File: src/rtl/jac_pkg.sv
// Shared definitions for the JAC core: default widths, opcode map and sequencer state encoding.
// The decoder imports this package too, so opcode values must stay in sync with it.
package jac_pkg;

   localparam int DefPcWidth          = 8;
   localparam int DefProgramDataWidth = 16;
   localparam int DefNumOpCodeBits    = 5;
   localparam int DefNumStatusBits    = 3;

   localparam logic [4:0] Op_Nop   = 5'h00;
   localparam logic [4:0] Op_Add   = 5'h01;
   localparam logic [4:0] Op_Sub   = 5'h02;
   localparam logic [4:0] Op_And   = 5'h03;
   localparam logic [4:0] Op_Or    = 5'h04;
   localparam logic [4:0] Op_Xor   = 5'h05;
   localparam logic [4:0] Op_Inc   = 5'h06;
   localparam logic [4:0] Op_Dec   = 5'h07;
   localparam logic [4:0] Op_Cmp   = 5'h08;
   localparam logic [4:0] Op_Val   = 5'h09;
   localparam logic [4:0] Op_Goto  = 5'h10;
   localparam logic [4:0] Op_Bz    = 5'h11;
   localparam logic [4:0] Op_Bnz   = 5'h12;
   localparam logic [4:0] Op_Ld    = 5'h13;
   localparam logic [4:0] Op_St    = 5'h14;
   localparam logic [4:0] Op_Mov   = 5'h15;

   // Two holes in the opcode space; everything there executes as a flagged NOP.
   localparam logic [4:0] Op_Rsv0Lo = 5'h0A;
   localparam logic [4:0] Op_Rsv0Hi = 5'h0F;
   localparam logic [4:0] Op_Rsv1Lo = 5'h16;
   localparam logic [4:0] Op_Rsv1Hi = 5'h1F;

   typedef enum logic [1:0] {
      StIdle  = 2'd0,
      StFetch = 2'd1,
      StLoad  = 2'd2,
      StExec  = 2'd3
   } seq_state_e;

   function automatic logic is_alu_op(input int unsigned op);
      return (op >= 32'(Op_Add)) && (op <= 32'(Op_Cmp));
   endfunction

   function automatic logic is_reserved_op(input int unsigned op);
      return ((op >= 32'(Op_Rsv0Lo)) && (op <= 32'(Op_Rsv0Hi))) ||
             ((op >= 32'(Op_Rsv1Lo)) && (op <= 32'(Op_Rsv1Hi)));
   endfunction

endpackage

File: src/rtl/pc_counter.sv
// Program counter: synchronous load or increment, asynchronous clear; wraps modulo 2^WIDTH.
module pc_counter
   import jac_pkg::*;
#(
   parameter int WIDTH = DefPcWidth
) (
   input  logic             clk,
   input  logic             rst_n,
   input  logic             load,
   input  logic             inc,
   input  logic [WIDTH-1:0] load_value,
   output logic [WIDTH-1:0] count
);

   always_ff @(posedge clk or negedge rst_n) begin
      if (!rst_n) begin
         count <= '0;
      end else if (load) begin
         count <= load_value;
      end else if (inc) begin
         count <= count + WIDTH'(1);
      end
   end

endmodule

File: src/rtl/instr_sequencer.sv
// Fetch/load/execute sequencer: one instruction every three cycles, continuous (run) or single-step.
// fsm_state mirrors the state register for observation.
module instr_sequencer
   import jac_pkg::*;
#(
   parameter int PC_WIDTH          = DefPcWidth,
   parameter int PROGRAM_DataWidth = DefProgramDataWidth,
   parameter int NumOpCodeBits     = DefNumOpCodeBits,
   parameter int NumStatusBits     = DefNumStatusBits
) (
   input  logic                         clk,
   input  logic                         rst_n,
   input  logic                         run,
   input  logic                         step,
   output logic [PC_WIDTH-1:0]          prog_addr,
   output logic                         prog_rd_en,
   input  logic [PROGRAM_DataWidth-1:0] prog_data,
   output logic [PROGRAM_DataWidth-1:0] instruction,
   input  logic [NumOpCodeBits-1:0]     dec_opcode,
   input  logic                         dec_wr_en,
   input  logic                         dec_cnt_wr_en,
   input  logic [PC_WIDTH-1:0]          dec_literal_adr,
   input  logic [NumStatusBits-1:0]     alu_status,
   output logic [NumStatusBits-1:0]     status,
   output logic                         reg_wr_en,
   output logic                         busy,
   output logic                         instr_done,
   output logic                         illegal,
   output logic [1:0]                   fsm_state
);

   seq_state_e                   state_q, state_d;
   logic                         single_q, single_d;
   logic [PROGRAM_DataWidth-1:0] ir_q;
   logic [NumStatusBits-1:0]     status_q;
   logic [PC_WIDTH-1:0]          pc;
   logic                         in_exec;
   logic                         op_reserved;
   logic                         op_alu;
   logic                         pc_load;
   logic                         pc_inc;

   always_ff @(posedge clk or negedge rst_n) begin
      if (!rst_n) begin
         state_q  <= StIdle;
         single_q <= 1'b0;
      end else begin
         state_q  <= state_d;
         single_q <= single_d;
      end
   end

   // run has priority over step in IDLE; step is only looked at in IDLE, so a pulse while busy is dropped.
   always_comb begin
      state_d  = state_q;
      single_d = single_q;
      case (state_q)
         StIdle: begin
            if (run) begin
               state_d  = StFetch;
               single_d = 1'b0;
            end else if (step) begin
               state_d  = StFetch;
               single_d = 1'b1;
            end
         end
         StFetch: state_d = StLoad;
         StLoad:  state_d = StExec;
         StExec: begin
            state_d  = (run && !single_q) ? StFetch : StIdle;
            single_d = 1'b0;
         end
         default: state_d = StIdle;
      endcase
   end

   assign in_exec     = (state_q == StExec);
   assign op_reserved = is_reserved_op(32'(dec_opcode));
   assign op_alu      = is_alu_op(32'(dec_opcode));
   assign pc_load     = in_exec && dec_cnt_wr_en && !op_reserved;
   assign pc_inc      = in_exec;

   always_ff @(posedge clk or negedge rst_n) begin
      if (!rst_n) begin
         ir_q <= '0;
      end else if (state_q == StLoad) begin
         ir_q <= prog_data;
      end
   end

   always_ff @(posedge clk or negedge rst_n) begin
      if (!rst_n) begin
         status_q <= '0;
      end else if (in_exec && op_alu) begin
         status_q <= alu_status;
      end
   end

   pc_counter #(
      .WIDTH(PC_WIDTH)
   ) u_pc (
      .clk       (clk),
      .rst_n     (rst_n),
      .load      (pc_load),
      .inc       (pc_inc),
      .load_value(dec_literal_adr),
      .count     (pc)
   );

   assign prog_addr   = pc;
   assign prog_rd_en  = (state_q == StFetch);
   assign instruction = ir_q;
   assign status      = status_q;
   assign reg_wr_en   = in_exec && dec_wr_en && !op_reserved;
   assign busy        = (state_q != StIdle);
   assign instr_done  = in_exec;
   assign illegal     = in_exec && op_reserved;
   assign fsm_state   = state_q;

endmodule

File: config.mk
export PLATFORM = sky130hd
export DESIGN_NAME = instr_sequencer
export DESIGN_NICKNAME = d
export VERILOG_FILES = /design/src/rtl/jac_pkg.sv /design/src/rtl/pc_counter.sv /design/src/rtl/instr_sequencer.sv
export SDC_FILE = /design/constraint.sdc
export NUM_CORES = 1
export LEC_CHECK = 0
export CAP_MARGIN = 20
export CORE_MARGIN = 1.5
export CORE_UTILIZATION = 30
export CTS_CLUSTER_DIAMETER = 80
export DETAILED_ROUTE_END_ITERATION = 10
export PLACE_DENSITY_LB_ADDON = 0.2
export SLEW_MARGIN = 20
export SYNTH_ARGS = -nofsm -noshare
export SYNTH_HDL_FRONTEND = slang
export SYNTH_SLANG_ARGS = --single-unit
File: constraint.sdc
create_clock -name clk -period 1.9 [get_ports clk]
set_input_delay 0.38 -clock clk [delete_from_list [all_inputs] [get_ports clk]]
set_output_delay 0.38 -clock clk [all_outputs]
set_load 0.01 [all_outputs]
* Word-level counts from Yosys, hierarchy flattened *
Cells that the tools add are included.

operators by class
  multiplexer cells = 9
  reduce and logical (&&, ||, !) cells = 17
  bitwise logic cells = 0
  order comparisons = 5
  multipliers = 0
  $add $sub $neg = 1
  shift operators = 0
  equality and inequality tests = 4
  div/mod/pow operators = 0

operators by type and width
  kind                 number
  $mux 8               2
  $le 5x4->1 const B   2
  $logic_and 1x1->1    9
  $add 8x1->8 const B  1
  $pmux 2 s4           1
  $reduce_bool 2->1    3
  $ge 5x1->1 const B   1
  $ge 5x4->1 const B   1
  $ge 5x5->1 const B   1
  $eq 2x2->1 const B   2
  $mux 2               2
  $mux 1               3
  $ne 3x3->1 const B   1
  $eq 2x1->1 const B   1
  $logic_not 1->1      2
  $logic_not 2->1      1
  $pmux 1 s2           1
  $reduce_and 2->1     1
  $logic_or 1x1->1     1

word-level totals
  latch bits = 0
  bits of input ports = 38
  bits in registers = 30
  word-level logic and storage cells = 41
  output and inout bits = 34
  memories kept = 0
  bits in read-only memories = 0
  bits in writable memories = 0

* Logic depth before layout (Yosys ltp) *
  depth in word-level cells = 6
  mapped depth = 6
  gate-level depth less buffers = 6

* By module *
From an unflattened synthesis, not the netlist that was laid out.

unflattened totals
  cells, all modules = 120
  area, all modules = 1,436.4 um2

by module, submodules not included
  module           cells each  instances  area each (um2)  seq. area each (um2)
  instr_sequencer  71          1          985.9            550.5
  pc_counter       49          1          450.4            200.2

* Worst setup path before layout *
No wires, ideal clock.

  path kind = reg2reg
  start = reg state_q[1], in the netlist fsm_state[1]
  end = reg status_q[0], in the netlist status[0]
  data arrival time = 1,612 ps
  stages on the path, launching flop included = 6
  library setup time = 125 ps
  buffers on the path = 1
  data required time = 1,775 ps
  setup slack = 164 ps
  clock period less this slack = 1,736 ps
  cells stage by stage = dfrtp_1 ha_1 buf_2 inv_2 nor3_1 mux2_2

between the ends
  longest elaborated chain between the ends = 2

ends and longest elaborated chain
  element                   RTL line               text
  start: declaration        instr_sequencer.sv:32  seq_state_e state_q, state_d;
  start signal: assignment  instr_sequencer.sv:45  state_q <= StIdle;
  start signal: assignment  instr_sequencer.sv:48  state_q <= state_d;
  $eq 2x2->1                instr_sequencer.sv:77  assign in_exec = (state_q == StExec);
  named net instr_done      instr_sequencer.sv:27  output logic instr_done,
  $logic_and 1x1->1         instr_sequencer.sv:94  end else if (in_exec && op_alu) begin
  end signal: assignment    instr_sequencer.sv:95  status_q <= alu_status;
  end: declaration          instr_sequencer.sv:35  logic [NumStatusBits-1:0] status_q;

The timed path passes the listed nets, and every way through them passes these cells.
A chain may end at the register's enable or synchronous reset.

* Worst setup path after layout *
  start = in dec_opcode[4]
  end = out illegal

between the ends
  longest elaborated chain between the ends = 4
  elaborated cells on any way between the ends = 6
  classes of those cells = order compare: 3; reduce/logical: 3

ends and longest elaborated chain
  element                                   RTL line                text
  start: declaration                        instr_sequencer.sv:19   input logic [NumOpCodeBits-1:0] dec_opcode,
  $ge 5x4->1 or $le 5x4->1 (tied branches)  jac_pkg.sv:45           return ((op >= 32'(Op_Rsv0Lo)) && (op <= 32'(Op_Rsv0Hi))) ||
  $logic_and 1x1->1                         jac_pkg.sv:45
  $logic_or 1x1->1 *                        jac_pkg.sv:45
  $logic_and 1x1->1 *                       instr_sequencer.sv:117  assign illegal = in_exec && op_reserved;
  end: declaration                          instr_sequencer.sv:28   output logic illegal,

Mark *: on every way between the ends. The rest lies on a longest branch, timed or not.

==> impl_metrics.ini <==
[outcome]
outcome = complete, no violations

[logic_synthesis]
synth-edff-count = 0
ys.flop_type = dfrtp_1
ys_seq_area_share_pct = 50.98
syn-num-nets = 174
syn-cell-area_um2 = 1473
ys_ff_latch = 30
syn_avg_cell_area_um2 = 11.33
synthTopCellsByArea = dfrtp_1 (51%), mux2_2 (15%), ha_1 (5.1%)
ys_types = 32
synth.top_cell.area_share_pct = 50.98
synthTopCellsByCount = dfrtp_1 (30), mux2_2 (20), nand2_1 (10), inv_1 (7)
yosysMostFrequentCell = dfrtp_1
async_flop_share_pct = 100.0
synthCells = 130
synth-warning-count = 0
yosysTopAreaCell = dfrtp_1

[job]
drv_cap = 0

[route]
drcViolationCount = 0
drt_iter0_markers = 40
drt-pass1-iter-count = 4
dr_total_vias = 1295
routed_wl_um = 3637
ant_nets = 0
vias_per_cell = 4.528
wire_per_inst_um = 12.72

[timing]
fin_crit_sh_pct = 95.91
finalSetupViolCount = 0
slew_viol_final = 0
clock.fmax_ghz = 0.5487
final_hold_viol_count = 0
setup_ws_ns = 0.07766
tightest_slew_ns = 0.4234
setup_tns_ns = 0
timing.slew.headroom_pct = 71.55
min_period_ns = 1.822
skew_ns = 0.004159
rsz0062_at_grt = no

[global_routing]
grt_pass1_wl_um = 5871
grt_usage_pct = 14.38
grt_pass1_vias = 1322
antenna_found_initial = 0
grt_overflow = 0
grt_max_degree = 31

[die]
die_h_um = 73.07
initial_core_util_pct = 31.18
die_x_um = 73.07
die_area_um2 = 5338
coreArea_um2 = 4723
rows = 25
io_pins = 72

[clock_network]
cts_max_level = 2
path_clk_slew_ns = 0.06
clock_sinks = 30
cts_buffer_depth = 2
cts_hold_buf = 0
cts_tree = built
numCtsBuffers = 5
root_buffer = clkbuf_8
clkLatencyLatePin_ns = 0.27

[placed_design]
port_buffers = 71
preCtsSetupSlack_ns = -0.3449
dp_hpwl_um = 2877
gp_congestion = 0.7844
place_inst = 275

[critical_path]
startpoint_type = primary input
end_kind = primary output
critPathArrivalTime_ns = 1.44
worstSetupPathType = primary input to primary output
worst_path_max_delay_cell = clkdlybuf4s50_1
cp_num_buf_inv = 3
crit_start = dec_opcode[4]
critical-path-top-delay-family = buffers and inverters
slowest_delay_ns = 0.48
r2r_start = fsm_state[0]
cp.required_ns = 1.52
cp_max_fo = 2
crit_chain = clkdlybuf4s50_1, inv_1, o21a_1, nor2_1, dlygate4sd2_1

[power]
leakage_nw = 1.069
ir_drop_mv = 0.5443
power_density_nw_per_um2 = 1500
finalPower_mw = 3.660

[worst_hold_path]
worstHoldPathType = primary input to asynchronous set/reset pin

[finish]
diodes = 0
fill_cells = 443
final_cells = 286
fin_nets = 262
multi_input_area_um2 = 670.6
register_area_um2 = 750.7
drive_gt1_share_pct = 21.00
area_delta_synth_final_pct = 65.68
## logic make-up (layout without fill, tap and decap cells)
kind of cell    after synthesis  count (layout)  share of synthesized area, %
buf+inv                      13             102                         3.739
simple gates                 36              36                         11.98
flops                        30              30                         50.98
xor+xnor                      1               1                        0.5948
fa+ha+maj                     6               6                         5.098
mux                          23              23                         17.33
compound gates               21              21                         10.28
## routing by layer
layer,track usage [%],vias to the layer above,part of all wire (%)
li1,-,639,-
met1,15.54,622,39
met2,26.36,25,56
met3,3.315,9,3.8
met4,6.499,0,1.7
met5,0,-,0
## state kept, by name (all words and copies together), names as in the netlist
register	count
instruction	16
u_pc.count	8
status	3
fsm_state	2
single_q	1
## cell usage in the layout, fill, tap and decap left out, types with 5 or more instances in the layout
cell             instances
nor3_1                   5
clkbuf_8                 6
clkdlybuf4s50_1         63
buf_4                   15
nor2_1                   6
nand3_1                  6
mux2_2                  20
dlygate4sd2_1            6
inv_1                    7
nand2_1                 10
ha_1                     6
dfrtp_1                 30
## final cells by class
class	instances	area share (%)
Clock inverter	1	0.2051
Inverter	8	1.231
Multi-Input combinational cell	87	27.49
Timing Repair Buffer	86	33.33
Tap cell	67	3.436
Sequential cell	30	30.77
Clock buffer	7	3.538
## worst paths after layout
check / depth (start not counted) / slack (ns) / to
max: 5 / 0.08 / illegal
min reg2reg: 1 / 0.50 / instruction[0]
min: 2 / 0.49 / instruction[1]
max in group asynchronous: 2 / 1.13 / u_pc.count[6]
min in group clk: 1 / 0.50 / instruction[0]
max reg2reg: 7 / 0.21 / status[1]
## through the flow
stage | instance area [µm²] | util (%) | hold WS, ns
after global routing | 2440 | 51.66 | 0.5173
after floorplan | 1473 | - | 0.08441
after global placement | 2332 | 49.38 | 0.4883
after detailed placement | 2332 | 49.38 | 0.4945
after CTS | 2442 | 51.71 | 0.5090
final | 2440 | 51.66 | 0.4943
## where the power goes
group / internal (mW) / switching (mW) / total, mW
registers: 0.964 / 0.224 / 1.19
clock network: 0.291 / 0.216 / 0.508
logic: 1.17 / 0.793 / 1.96
total: 2.43 / 1.23 / 3.66
## repair_timing
action,in CTS,in global routing
endpoints found under the hold margin,0,0
pin swaps,1,0
resized for setup,9,2
setup buffers,3,0
setup endpoints to repair,4,2
No activity file was read; power rests on OpenSTA's default activity.
